==> src/rtl/mem_bus_pkg.sv <==
`default_nettype none
// +------------------------------------------------------------------------+
// | Module      : mem_bus_pkg                                              |
// | Description : Shared constants for the mem_bus interconnect: FSM      |
// |               state encoding, error cause codes and slot field width. |
// | Revision    : 1.0 - initial release                                    |
// +------------------------------------------------------------------------+
package mem_bus_pkg;

    // Width of the slot-select field carved out of the master address.
    localparam int C_SLOT_W = 4;

    // Transaction FSM encoding.
    localparam int                C_ST_W      = 2;
    localparam logic [C_ST_W-1:0] C_ST_IDLE   = 2'd0;
    localparam logic [C_ST_W-1:0] C_ST_ACCESS = 2'd1;
    localparam logic [C_ST_W-1:0] C_ST_DONE   = 2'd2;

    // Error cause codes reported on err_cause.
    localparam logic [1:0] C_CAUSE_NONE     = 2'b00;
    localparam logic [1:0] C_CAUSE_UNMAPPED = 2'b01;
    localparam logic [1:0] C_CAUSE_TIMEOUT  = 2'b10;

endpackage
`default_nettype wire

==> src/rtl/mem_bus.sv <==
`default_nettype none
// +------------------------------------------------------------------------+
// | Module      : mem_bus                                                  |
// | Description : Registered memory-mapped interconnect between the       |
// |               picorv32 native memory port and up to 16 slave slots.   |
// |               Decodes a 4-bit slot field, drives one-hot selects,     |
// |               generates ready for fixed-latency slots, times out      |
// |               stalled handshaked slots and keeps a sticky error log.  |
// | Revision    : 1.0 - initial release                                    |
// +------------------------------------------------------------------------+
module mem_bus
    import mem_bus_pkg::*;
#(
    parameter int                    NUM_SLAVES = 5,
    parameter int                    SEL_LSB    = 12,
    parameter logic [NUM_SLAVES-1:0] SYNC_MASK  = {NUM_SLAVES{1'b1}},
    parameter int                    TIMEOUT    = 64,
    parameter logic [31:0]           ERR_DATA   = 32'hDEAD_BEEF
) (
    input  logic                     clk,
    input  logic                     rst,
    input  logic                     m_valid,
    output logic                     m_ready,
    input  logic [31:0]              m_addr,
    input  logic [31:0]              m_wdata,
    input  logic [3:0]               m_wstrb,
    output logic [31:0]              m_rdata,
    output logic [NUM_SLAVES-1:0]    s_cs,
    output logic [31:0]              s_addr,
    output logic [31:0]              s_wdata,
    output logic [3:0]               s_wstrb,
    input  logic [32*NUM_SLAVES-1:0] s_rdata,
    input  logic [NUM_SLAVES-1:0]    s_ready,
    output logic                     err_irq,
    output logic [1:0]               err_cause,
    output logic [31:0]              err_addr,
    input  logic                     err_clr
);

    // The counter only has to reach TIMEOUT-1, so $clog2 bits suffice.
    localparam int                 C_CNT_W    = $clog2(TIMEOUT);
    localparam logic [C_CNT_W-1:0] C_CNT_ONE  = C_CNT_W'(1);
    localparam logic [C_CNT_W-1:0] C_CNT_LAST = C_CNT_W'(TIMEOUT - 1);

    // Registered state
    logic [C_ST_W-1:0]     r_state;
    logic [C_CNT_W-1:0]    r_cnt;
    logic [NUM_SLAVES-1:0] r_cs;
    logic [31:0]           r_addr;
    logic                  r_ready;
    logic [31:0]           r_rdata;
    logic                  r_err_irq;
    logic [1:0]            r_err_cause;
    logic [31:0]           r_err_addr;

    // Combinational decode / completion
    logic [C_SLOT_W-1:0]   w_req_slot;
    logic [NUM_SLAVES-1:0] w_req_cs;
    logic                  w_mapped;
    logic                  w_sync;
    logic                  w_hs_ready;
    logic [31:0]           w_rdata_sel;
    logic                  w_done;
    logic                  w_err;
    logic [1:0]            w_cause;
    logic [31:0]           w_rdata_next;

    assign w_req_slot = m_addr[SEL_LSB +: C_SLOT_W];

    // Slot decoder: slot values at or above NUM_SLAVES select nothing.
    always_comb begin
        w_req_cs = '0;
        for (int i = 0; i < NUM_SLAVES; i++) begin
            w_req_cs[i] = (w_req_slot == C_SLOT_W'(i));
        end
    end

    // r_cs is one-hot (or zero for an unmapped slot) for the whole ACCESS
    // phase, so it doubles as the latched slot for all per-slot muxing.
    assign w_mapped   = |r_cs;
    assign w_sync     = |(r_cs & SYNC_MASK);
    assign w_hs_ready = |(r_cs & ~SYNC_MASK & s_ready);

    // Read-data mux from the currently selected slot.
    always_comb begin
        w_rdata_sel = '0;
        for (int i = 0; i < NUM_SLAVES; i++) begin
            w_rdata_sel = w_rdata_sel | (s_rdata[32*i +: 32] & {32{r_cs[i]}});
        end
    end

    // Completion priority: unmapped, sync at count 1, handshake, timeout.
    always_comb begin
        w_done  = 1'b0;
        w_err   = 1'b0;
        w_cause = C_CAUSE_NONE;
        if (r_state == C_ST_ACCESS) begin
            if (!w_mapped) begin
                w_done  = 1'b1;
                w_err   = 1'b1;
                w_cause = C_CAUSE_UNMAPPED;
            end else if (w_sync) begin
                w_done = (r_cnt == C_CNT_ONE);
            end else if (w_hs_ready) begin
                w_done = 1'b1;
            end else if (r_cnt == C_CNT_LAST) begin
                w_done  = 1'b1;
                w_err   = 1'b1;
                w_cause = C_CAUSE_TIMEOUT;
            end
        end
    end

    assign w_rdata_next = w_err ? ERR_DATA : w_rdata_sel;

    // Transaction FSM with registered select, ready and read data.
    always_ff @(posedge clk) begin
        if (rst) begin
            r_state <= C_ST_IDLE;
            r_cnt   <= '0;
            r_cs    <= '0;
            r_addr  <= '0;
            r_ready <= 1'b0;
            r_rdata <= '0;
        end else begin
            case (r_state)
                C_ST_IDLE: begin
                    r_ready <= 1'b0;
                    if (m_valid) begin
                        r_cs    <= w_req_cs;
                        r_cnt   <= '0;
                        r_addr  <= m_addr;
                        r_state <= C_ST_ACCESS;
                    end
                end
                C_ST_ACCESS: begin
                    r_cnt <= r_cnt + C_CNT_ONE;
                    if (w_done) begin
                        r_rdata <= w_rdata_next;
                        r_ready <= 1'b1;
                        r_cs    <= '0;
                        r_state <= C_ST_DONE;
                    end
                end
                C_ST_DONE: begin
                    // m_valid is deliberately ignored here: the master still
                    // holds it high while it consumes the response.
                    r_ready <= 1'b0;
                    r_state <= C_ST_IDLE;
                end
                default: begin
                    r_ready <= 1'b0;
                    r_cs    <= '0;
                    r_state <= C_ST_IDLE;
                end
            endcase
        end
    end

    // Sticky error log: first error wins, a clear coinciding with a new
    // error still records that error.
    always_ff @(posedge clk) begin
        if (rst) begin
            r_err_irq   <= 1'b0;
            r_err_cause <= C_CAUSE_NONE;
            r_err_addr  <= '0;
        end else if (w_done && w_err) begin
            r_err_irq <= 1'b1;
            if (!r_err_irq || err_clr) begin
                r_err_cause <= w_cause;
                r_err_addr  <= r_addr;
            end
        end else if (err_clr) begin
            r_err_irq   <= 1'b0;
            r_err_cause <= C_CAUSE_NONE;
            r_err_addr  <= '0;
        end
    end

    assign m_ready   = r_ready;
    assign m_rdata   = r_rdata;
    assign s_cs      = r_cs;
    assign s_addr    = m_addr;
    assign s_wdata   = m_wdata;
    assign s_wstrb   = w_mapped ? m_wstrb : 4'b0000;
    assign err_irq   = r_err_irq;
    assign err_cause = r_err_cause;
    assign err_addr  = r_err_addr;

endmodule
`default_nettype wire

==> config.mk <==
export PLATFORM = sky130hd
export DESIGN_NAME = mem_bus
export DESIGN_NICKNAME = d
export VERILOG_FILES = /design/src/rtl/mem_bus_pkg.sv /design/src/rtl/mem_bus.sv
export SDC_FILE = /design/constraint.sdc
export NUM_CORES = 1
export LEC_CHECK = 0
export BUFFER_PORTS_ARGS = -buffer_cell sky130_fd_sc_hd__buf_2
export CAP_MARGIN = 20
export CORE_AREA = 4 4 146 148
export DETAILED_ROUTE_END_ITERATION = 8
export DIE_AREA = 0 0 150 152
export PLACE_DENSITY = 0.69
export RECOVER_POWER = 50
export SYNTH_ARGS = -nofsm -noshare
export SYNTH_HDL_FRONTEND = slang
export SYNTH_SLANG_ARGS = --single-unit
==> constraint.sdc <==
create_clock -name clk -period 1.7 [get_ports clk]
set_input_delay 0.085 -clock clk [delete_from_list [all_inputs] [get_ports clk]]
set_output_delay 0.085 -clock clk [all_outputs]
set_load 0.01 [all_outputs]
; Word level (Yosys, flattened, before mapping)
; Index checks and enable logic that the tools add are counted.
[op_classes]
n_addsub = 1
muxes = 24
n_eq_ne = 10
n_bitwise = 11
reduce_logical = 15
[ops]
columns = op, count
row1 = $and A32 B32 Y32, 5
row2 = $mux W32, 4
row3 = $or A32 B32 Y32, 4
row4 = $pmux W5 S3, 1
row5 = $pmux W6 S2, 1
row6 = $mux W2, 5
row7 = $mux W5, 2
row8 = $reduce_and A2 Y1, 5
row9 = $eq A4 B2 Y1 const B, 2
row10 = $mux W1, 8
row11 = $add A6 B1 Y6 const B, 1
row12 = $eq A6 B1 Y1 const B, 1
row13 = $mux W6, 1
row14 = $reduce_or A5 Y1, 1
row15 = $eq A4 B1 Y1 const B, 1
row16 = $eq A4 B3 Y1 const B, 1
row17 = $logic_not A4 Y1, 1
row18 = $mux W4, 1
row19 = $ne A2 B2 Y1 const B, 2
row20 = $pmux W2 S2, 1
row21 = $reduce_bool A2 Y1, 2
row22 = $reduce_and A3 Y1, 1
row23 = $eq A2 B1 Y1 const B, 1
row24 = $eq A2 B2 Y1 const B, 1
row25 = 7 further kinds, 8
[totals]
elab_cells = 70
regBits = 113
out_inout_bits = 141

; Depth between registers and ports, before layout
; Gate-level depths: netlist of the first run.
[depth]
ltp_word = 6
depth_mapped = 8
mapped_depth_nobuf = 6

; Worst setup path after synthesis of the first run
; No wires, ideal clock.
[synth_path]
path_type = register to register
from = reg r_cs[0] (netlist: s_cs[0])
to = reg r_cs[3] (netlist: s_cs[3])
stages_incl_launch_ff = 6
synth_period_minus_slack_ps = 1663
n_path_buf = 1
slack_ps = 37
setup_ps = 122
t_arrival_ps = 1541
path_cell_list = dfxtp_1 -> buf_4 -> or3_4 -> o22a_4 -> and4_4 -> a311o_1
[synth_between]
elab_chain_cells = 5
[synth_rtl]
columns = element, line_no
row1 = start: declaration, mem_bus.sv:48  ; logic [NUM_SLAVES-1:0] r_cs;
row2 = start signal: assignment, mem_bus.sv:130  ; r_cs <= w_req_cs;
row3 = $reduce_or A5 Y1, "mem_bus.sv:80, mem_bus.sv:81"
row4 = $mux W1, mem_bus.sv:98  ; if (!w_mapped) begin
row5 = $mux W1, mem_bus.sv:97  ; if (r_state == C_ST_ACCESS) begin
row6 = $ne A2 B2 Y1 (no line), --
row7 = $reduce_and A3 Y1 (no line), --
; Every way passes these cells.
; A chain may end at the register's enable or synchronous reset.

; Worst setup path in the final report of the first run
[layout_path]
from = reg r_cs[4] (netlist: s_cs[4])
to = reg r_rdata[1] (netlist: m_rdata[1])
[layout_between]
elab_chain_cells = 4
[layout_rtl]
columns = element, line_no
row1 = $reduce_or A5 Y1, "mem_bus.sv:80, mem_bus.sv:81"
row2 = $mux W1, mem_bus.sv:98
row3 = $mux W1, mem_bus.sv:97
row4 = $mux W32 or $reduce_and A2 Y1 (tied branches), --
row5 = end signal: assignment, mem_bus.sv:139  ; r_rdata <= w_rdata_next;
row6 = end: declaration, mem_bus.sv:51  ; logic [31:0] r_rdata;
; Parallel ways exist; a longest one is shown, timed or not.

==> flow_metrics.env, run 1 <==
export IMPL_fin_crit_sh_pct=98.4
export IMPL_syn_inst=662
export IMPL_yosys_warnings=0
export IMPL_fin_tns_setup_ns=0
export IMPL_nFillCells=2133
export IMPL_reg2reg_depth=6
export IMPL_drt_iter0_drc=335
export IMPL_outcome="finished, final reports clean"
export IMPL_ys_flop_type="dfxtp_1"
export IMPL_grt_max_degree=37
export IMPL_reg2reg_slack_ns=0.03
export IMPL_cts_buffers=9
export IMPL_switchingPower_uw=1700
export IMPL_skew_ns=0.0108
export IMPL_min_from="m_addr[8]"
export IMPL_synth_simple_area_share_pct=17.9
export IMPL_synth_mux_area_share_pct=0
export IMPL_yosys_top_cells_count="nand2_1, dfxtp_1, a21oi_1"
export IMPL_antenna_found_initial=7
export IMPL_tightest_slew_ns=0.601
export IMPL_grt_pass1_vias=5764
export IMPL_area_growth_syn_to_layout_pct=35.7
export IMPL_cp_arrival_ns=1.93
export IMPL_grt_pass1_wl_mm=33.0
export IMPL_async_reset_ff_share_pct=0
export IMPL_initial_core_util_pct=28.0
export IMPL_post_drt_via_cell_ratio=5.01
export IMPL_fin_crit_ns=1.67
export IMPL_synthesis_nets=901
export IMPL_comb_power_share_pct=18.1
export IMPL_finalWirelength_mm=22.5
export IMPL_gp_congestion=0.868
export IMPL_yosys_top_cells_area="dfxtp_1, a21oi_1, buf_4"
export IMPL_timing_hold_ws_ns=0.0228
export IMPL_drtAntennaViolNets=0
export IMPL_max_slew_margin_pct=59.9
export IMPL_cts_root_buf="clkbuf_16"
export IMPL_drc_errors=0
export IMPL_yosys_register_bits=112
export IMPL_drv_slew=0
export IMPL_finalSetupViolCount=0
export IMPL_p_int_uw=4560
export IMPL_cap_violations=0
export IMPL_powerDensity_mw_per_mm2=823
export IMPL_clk_latency_ns=0.35
export IMPL_die_h_um=152
export IMPL_syn_area_mm2=0.00561
export IMPL_reg2reg_to="m_rdata[1]"
export IMPL_via_count=6009
export IMPL_hold_path_depth=3
export IMPL_crit_required_ns=1.95
export IMPL_grt_ovfl_total=0
export IMPL_place_port_buffers=307
export IMPL_tritoncts="yes"
export IMPL_p_seq_share_pct=45.3
export IMPL_cts_sinks=112
export IMPL_cts_buffer_depth=2
export IMPL_avgRoutedWirePerCell_um=18.7
export IMPL_max_freq_mhz=598
export IMPL_switching_share_pct=27.1
export IMPL_synth_cell_types=42
export IMPL_synth_xor_area_share_pct=0
export IMPL_hpwl_mm=16.7
export IMPL_cp_start_kind="flip-flop"
export IMPL_die_area_mm2=0.0228
export IMPL_end_kind="flip-flop"
export IMPL_htree_levels=3
export IMPL_path_max_fanout=12
export IMPL_yosys_area_share_adder_pct=0.446
export IMPL_synth_top_area_cell="dfxtp_1"
export IMPL_whs_endpoint="r_addr[8]"
export IMPL_final_nets=1159
export IMPL_p_clk_share_pct=36.6
export IMPL_leakage_uw=0.00295
export IMPL_track_usage_pct=18.5
export IMPL_synth_most_common_cell="nand2_1"
export IMPL_firstDrtPassIters=7
export IMPL_r2r_start="s_cs[4]"
export IMPL_critPathKind="reg2reg"
export IMPL_avgSynthCellArea_um2=8.47
export IMPL_synth_compound_area_share_pct=27.4
export IMPL_synth_edff_count=0
export IMPL_clk_pin_slew_ns=0.08
export IMPL_yosysTopAreaCellShare_pct=40.0
export IMPL_final_hold_viol_count=0
export IMPL_synth_top_family_by_area="compound AO/OA/AOI/OAI gates"
export IMPL_peakVddDrop_mv=0.386
export IMPL_coreArea_mm2=0.0200
export IMPL_drive_gt1_share_pct=32.0
export IMPL_rows=52
export IMPL_synth_seq_area_share_pct=40.0
export IMPL_hold_class="in2reg"
export IMPL_die_w_um=150
export IMPL_pin_count=378
==> routing by layer <==
metal / vias up / part of all wire, % / track usage (%)
li1: 2878 / - / -
met1: 2803 / 40 / 22.3
met2: 297 / 50 / 32.1
met3: 29 / 7.6 / 3.81
met4: 2 / 2.4 / 7.19
met5: - / 0.036 / 0
==> kinds of logic (layout without fill, tap and decap cells) <==
group           after synthesis  count (layout)
simple gates                203             203
fa+ha+maj                     2               2
other cells                   1               7
compound gates              213             213
flops                       112             112
buf+inv                     131             393
==> power by group through the flow <==
| stage | clock network (uW) | registers (uW) | logic [uW] |
|---|---|---|---|
| finish | 2290 | 2830 | 1140 |
| global route | 2450 | 2850 | 1250 |
| CTS | 2360 | 2830 | 1170 |
| detailed placement | 0 | 2890 | 1110 |
| global placement | 0 | 2890 | 1090 |
| floorplan | 0 | 2920 | 624 |
==> stage by stage <==
step           total power [uW]  util [%]  instance area [um^2]  instances  worst slack [ns]
6_report                   6260      38.0                  7610       1200            0.0265
3_3_place_gp               3980      35.2                  7050       1148            0.0402
5_1_grt                    6550      38.0                  7610       1200           -0.0302
3_5_place_dp               4000      35.2                  7050       1148          -0.00281
4_1_cts                    6370      38.4                  7690       1194          0.000878
2_1_floorplan              3540         -                  5610        662            0.0371
==> cells in the final DEF, fill, tap and decap left out, types with 3 or more instances in the layout <==
master         count
diode_2            6
clkbuf_16          9
dlygate4sd3_1     28
and2_1             5
buf_12             6
a222oi_1          32
a21oi_1          102
a32oi_1            6
nand3_1           10
o21ai_0            5
dfxtp_2            5
a211oi_1           3
clkbuf_1          93
inv_1              4
nand3b_1          33
dfxtp_1          107
a311oi_2           9
a22oi_1           32
nand2_1          113
nor2_1            15
nand2b_1           5
a311oi_1          16
o311ai_0           3
buf_2            214
buf_4             32
==> layout make-up <==
cell class                      count  area, um^2  share of cell area, %
Antenna cell                        6        15.0                  0.197
Tap cell                          270         338                   4.44
Multi-Input combinational cell    419        2600                   34.2
Inverter                            4        15.0                  0.197
Clock buffer                       10         229                   3.01
Clock inverter                      5        81.3                   1.07
Sequential cell                   112        2250                   29.6
Timing Repair Buffer              374        2080                   27.3
==> critical path: stages, from the launching register on <==
cell and delay [ns]:
dfxtp_2 0.35, or3_4 0.41, o22ai_4 0.18, buf_12 0.15
buf_12 0.13, a21oi_1 0.06, a311oi_1 0.29
==> worst max-delay path by stage <==
stage,startpoint,end,cells after the start
finish,s_cs[4],m_rdata[1],6
global route,s_cs[4],m_rdata[1],6
detailed placement,s_cs[4],m_rdata[10],5
floorplan,s_cs[0],s_cs[3],5
global placement,s_cs[4],m_rdata[14],5
CTS,s_cs[0],s_wstrb[3],6
==> repair_timing <==
item                       4_1_cts  5_1_grt
hold endpoints to repair        28        0
pin swaps                        2       11
setup endpoints to repair       10       15
hold buffers                    28        0
buffers inserted                 3        0
resized for setup                2        5
==> sequential cells by signal, indices dropped and copies added (netlist names) <==
| name | cells |
|---|---|
| m_rdata | 32 |
| r_state | 2 |
| s_cs | 5 |
| err_cause | 1 |
| r_cnt | 6 |
| m_ready | 1 |
| r_addr | 32 |
| err_addr | 32 |
| err_irq | 1 |
No activity file was read; power rests on OpenSTA's default activity.
==> run 2, diff against run 1 <==
SETUP_SLACK_MARGIN = 0.05   (was default)
==> run 2 against run 1 <==
Register-to-register slack better by 0.02 ns. Power up 2.4%. Final cell count down 1.1%. Non-clock buffer count down 10. Global-route usage down 0.69 points. Largest power group unchanged. Largest cell class unchanged. Via count up 0.25%.
==> flow_metrics.env, run 2 (synthesis results as in run 1) <==
export IMPL_drtAntennaViolNets=0
export IMPL_via_count=6024
export IMPL_firstDrtPassIters=8
export IMPL_finalSetupViolCount=0
export IMPL_drive_gt1_share_pct=34.0
export IMPL_grt_pass1_vias=5822
export IMPL_fin_crit_sh_pct=97.1
export IMPL_finalWirelength_mm=22.0
export IMPL_outcome="finished, final reports clean"
export IMPL_final_hold_viol_count=0
export IMPL_cts_sinks=112
export IMPL_crit_slowest_cell="or3_4"
export IMPL_path_max_fanout=31
export IMPL_skew_ns=0.00929
export IMPL_die_h_um=152
export IMPL_crit_chain="or3_4, o22ai_4, buf_12, a21oi_1, a311oi_2"
export IMPL_cp_top_family="compound AO/OA/AOI/OAI gates"
export IMPL_antenna_found_initial=1
export IMPL_avgRoutedWirePerCell_um=18.6
export IMPL_cp_arrival_ns=1.92
export IMPL_cts_root_buf="clkbuf_16"
export IMPL_peakVddDrop_mv=0.520
export IMPL_cts_buffer_depth=2
export IMPL_grt_max_degree=62
export IMPL_seq_area_mm2=0.00225
export IMPL_tritoncts="yes"
export IMPL_drc_errors=0
export IMPL_htree_levels=3
export IMPL_grt_ovfl_total=0
export IMPL_rows=52
export IMPL_cts_buffers=9
export IMPL_die_w_um=150
export IMPL_max_freq_mhz=606
export IMPL_timing_hold_ws_ns=0.0262
export IMPL_grt_pass1_wl_mm=32.0
export IMPL_drv_slew=0
export IMPL_final_nets=1149
export IMPL_post_drt_via_cell_ratio=5.07
export IMPL_setup_slack_ns=0.0491
export IMPL_track_usage_pct=17.8
export IMPL_end_kind="flip-flop"
export IMPL_critPathKind="reg2reg"
export IMPL_cp_start_kind="flip-flop"
export IMPL_hpwl_mm=15.6
export IMPL_hold_class="in2reg"
export IMPL_nFillCells=2075
export IMPL_initial_core_util_pct=28.0
export IMPL_coreArea_mm2=0.0200
export IMPL_clk_pin_slew_ns=0.08
export IMPL_place_port_buffers=307
export IMPL_area_growth_syn_to_layout_pct=36.6
export IMPL_multiInputGateArea_mm2=0.00270
export IMPL_tightest_slew_ns=0.642
export IMPL_clk_latency_ns=0.35
export IMPL_design_area_mm2=0.00766
export IMPL_placed_area_mm2=0.00699
export IMPL_placedCellCount=1138
export IMPL_layout_commonest_cell="buf_2"
export IMPL_utilization_pct=38.2
export IMPL_pin_count=378
export IMPL_pre_cts_ws_ns=0.118
export IMPL_reg2reg_slack_ns=0.05
export IMPL_crit_required_ns=1.97
export IMPL_cp_slowest_stage_delay_ns=0.41
export IMPL_powerDensity_mw_per_mm2=837
export IMPL_rsz0062_at_grt="true"
export IMPL_fin_crit_ns=1.65
export IMPL_cp_num_buf_inv=1
export IMPL_drt_iter0_drc=350
export IMPL_max_slew_margin_pct=57.2
export IMPL_die_area_mm2=0.0228
export IMPL_instances_no_fill=1187
export IMPL_final_cell_mix="buf_2, nand2_1, dfxtp_1"
export IMPL_cap_violations=0
export IMPL_gp_congestion=0.826
export IMPL_leakage_uw=0.00294
## run 2: changes by cell type in the layout (fill, tap and decap cells not counted), moves of 2 or more
cell / before / now
diode_2: 6 / 2
a21oi_1: 102 / 87
clkbuf_1: 93 / 89
a311oi_2: 9 / 13
buf_2: 214 / 217
buf_6: 2 / 0
buf_4: 32 / 22
a311oi_1: 16 / 12
a21oi_4: 0 / 2
a21oi_2: 0 / 13
inv_8: 0 / 3
## run 2: where the power goes
part | switching [uW] | internal (uW) | leakage [uW]
logic | 639 | 516 | 0.00186
clock network | 1090 | 1330 | 0.000162
registers | 81.9 | 2760 | 0.000916
total | 1810 | 4610 | 0.00294
## run 2: cell type report
type	count	area share, %
antenna	2	0.0653
clock buffer	9	2.94
clock inverter	7	1.44
inverter	4	0.196
multi-input combinational	419	35.2
sequential	112	29.3
tap	270	4.41
timing repair buffer	364	26.4
## run 2: final timing paths
check | cells after the start | start | endpoint
min | 3 | m_addr[14] | r_addr[14]
min reg2reg | 2 | m_rdata[16] | m_rdata[16]
max reg2reg | 5 | s_cs[0] | m_rdata[5]
max | 5 | s_cs[0] | m_rdata[5]
## run 2: repair_timing
item / CTS / global route
endpoints found under the hold margin: 29 / 0
hold buffers: 29 / 0
resized for setup: 2 / 25
setup endpoints to repair: 4 / 40
pin swaps: 0 / 0
setup buffers: 0 / 1
gates cloned: 0 / 1
## run 2: metrics by stage
stage	setup TNS (ns)	total power, uW
after global routing	-0.0489	6710
after detailed placement	0	3980
final	0	6420
after CTS	0	6480
after floorplan	0	3540
after global placement	0	3970
## run 2: per-layer routing
| layer | share of wire (%) | track usage [%] | wire, um |
|---|---|---|---|
| met5 | 0 | 0 | 0 |
| met4 | 2.2 | 6.88 | 485 |
| met3 | 8.5 | 4.80 | 1870 |
| met2 | 49 | 30.5 | 10800 |
| met1 | 40 | 21.2 | 8860 |
## run 2: tightest hold or removal path, cell delays in order
cell and delay, ns:
buf_2 0.13, nand2_1 0.06, a21oi_1 0.05
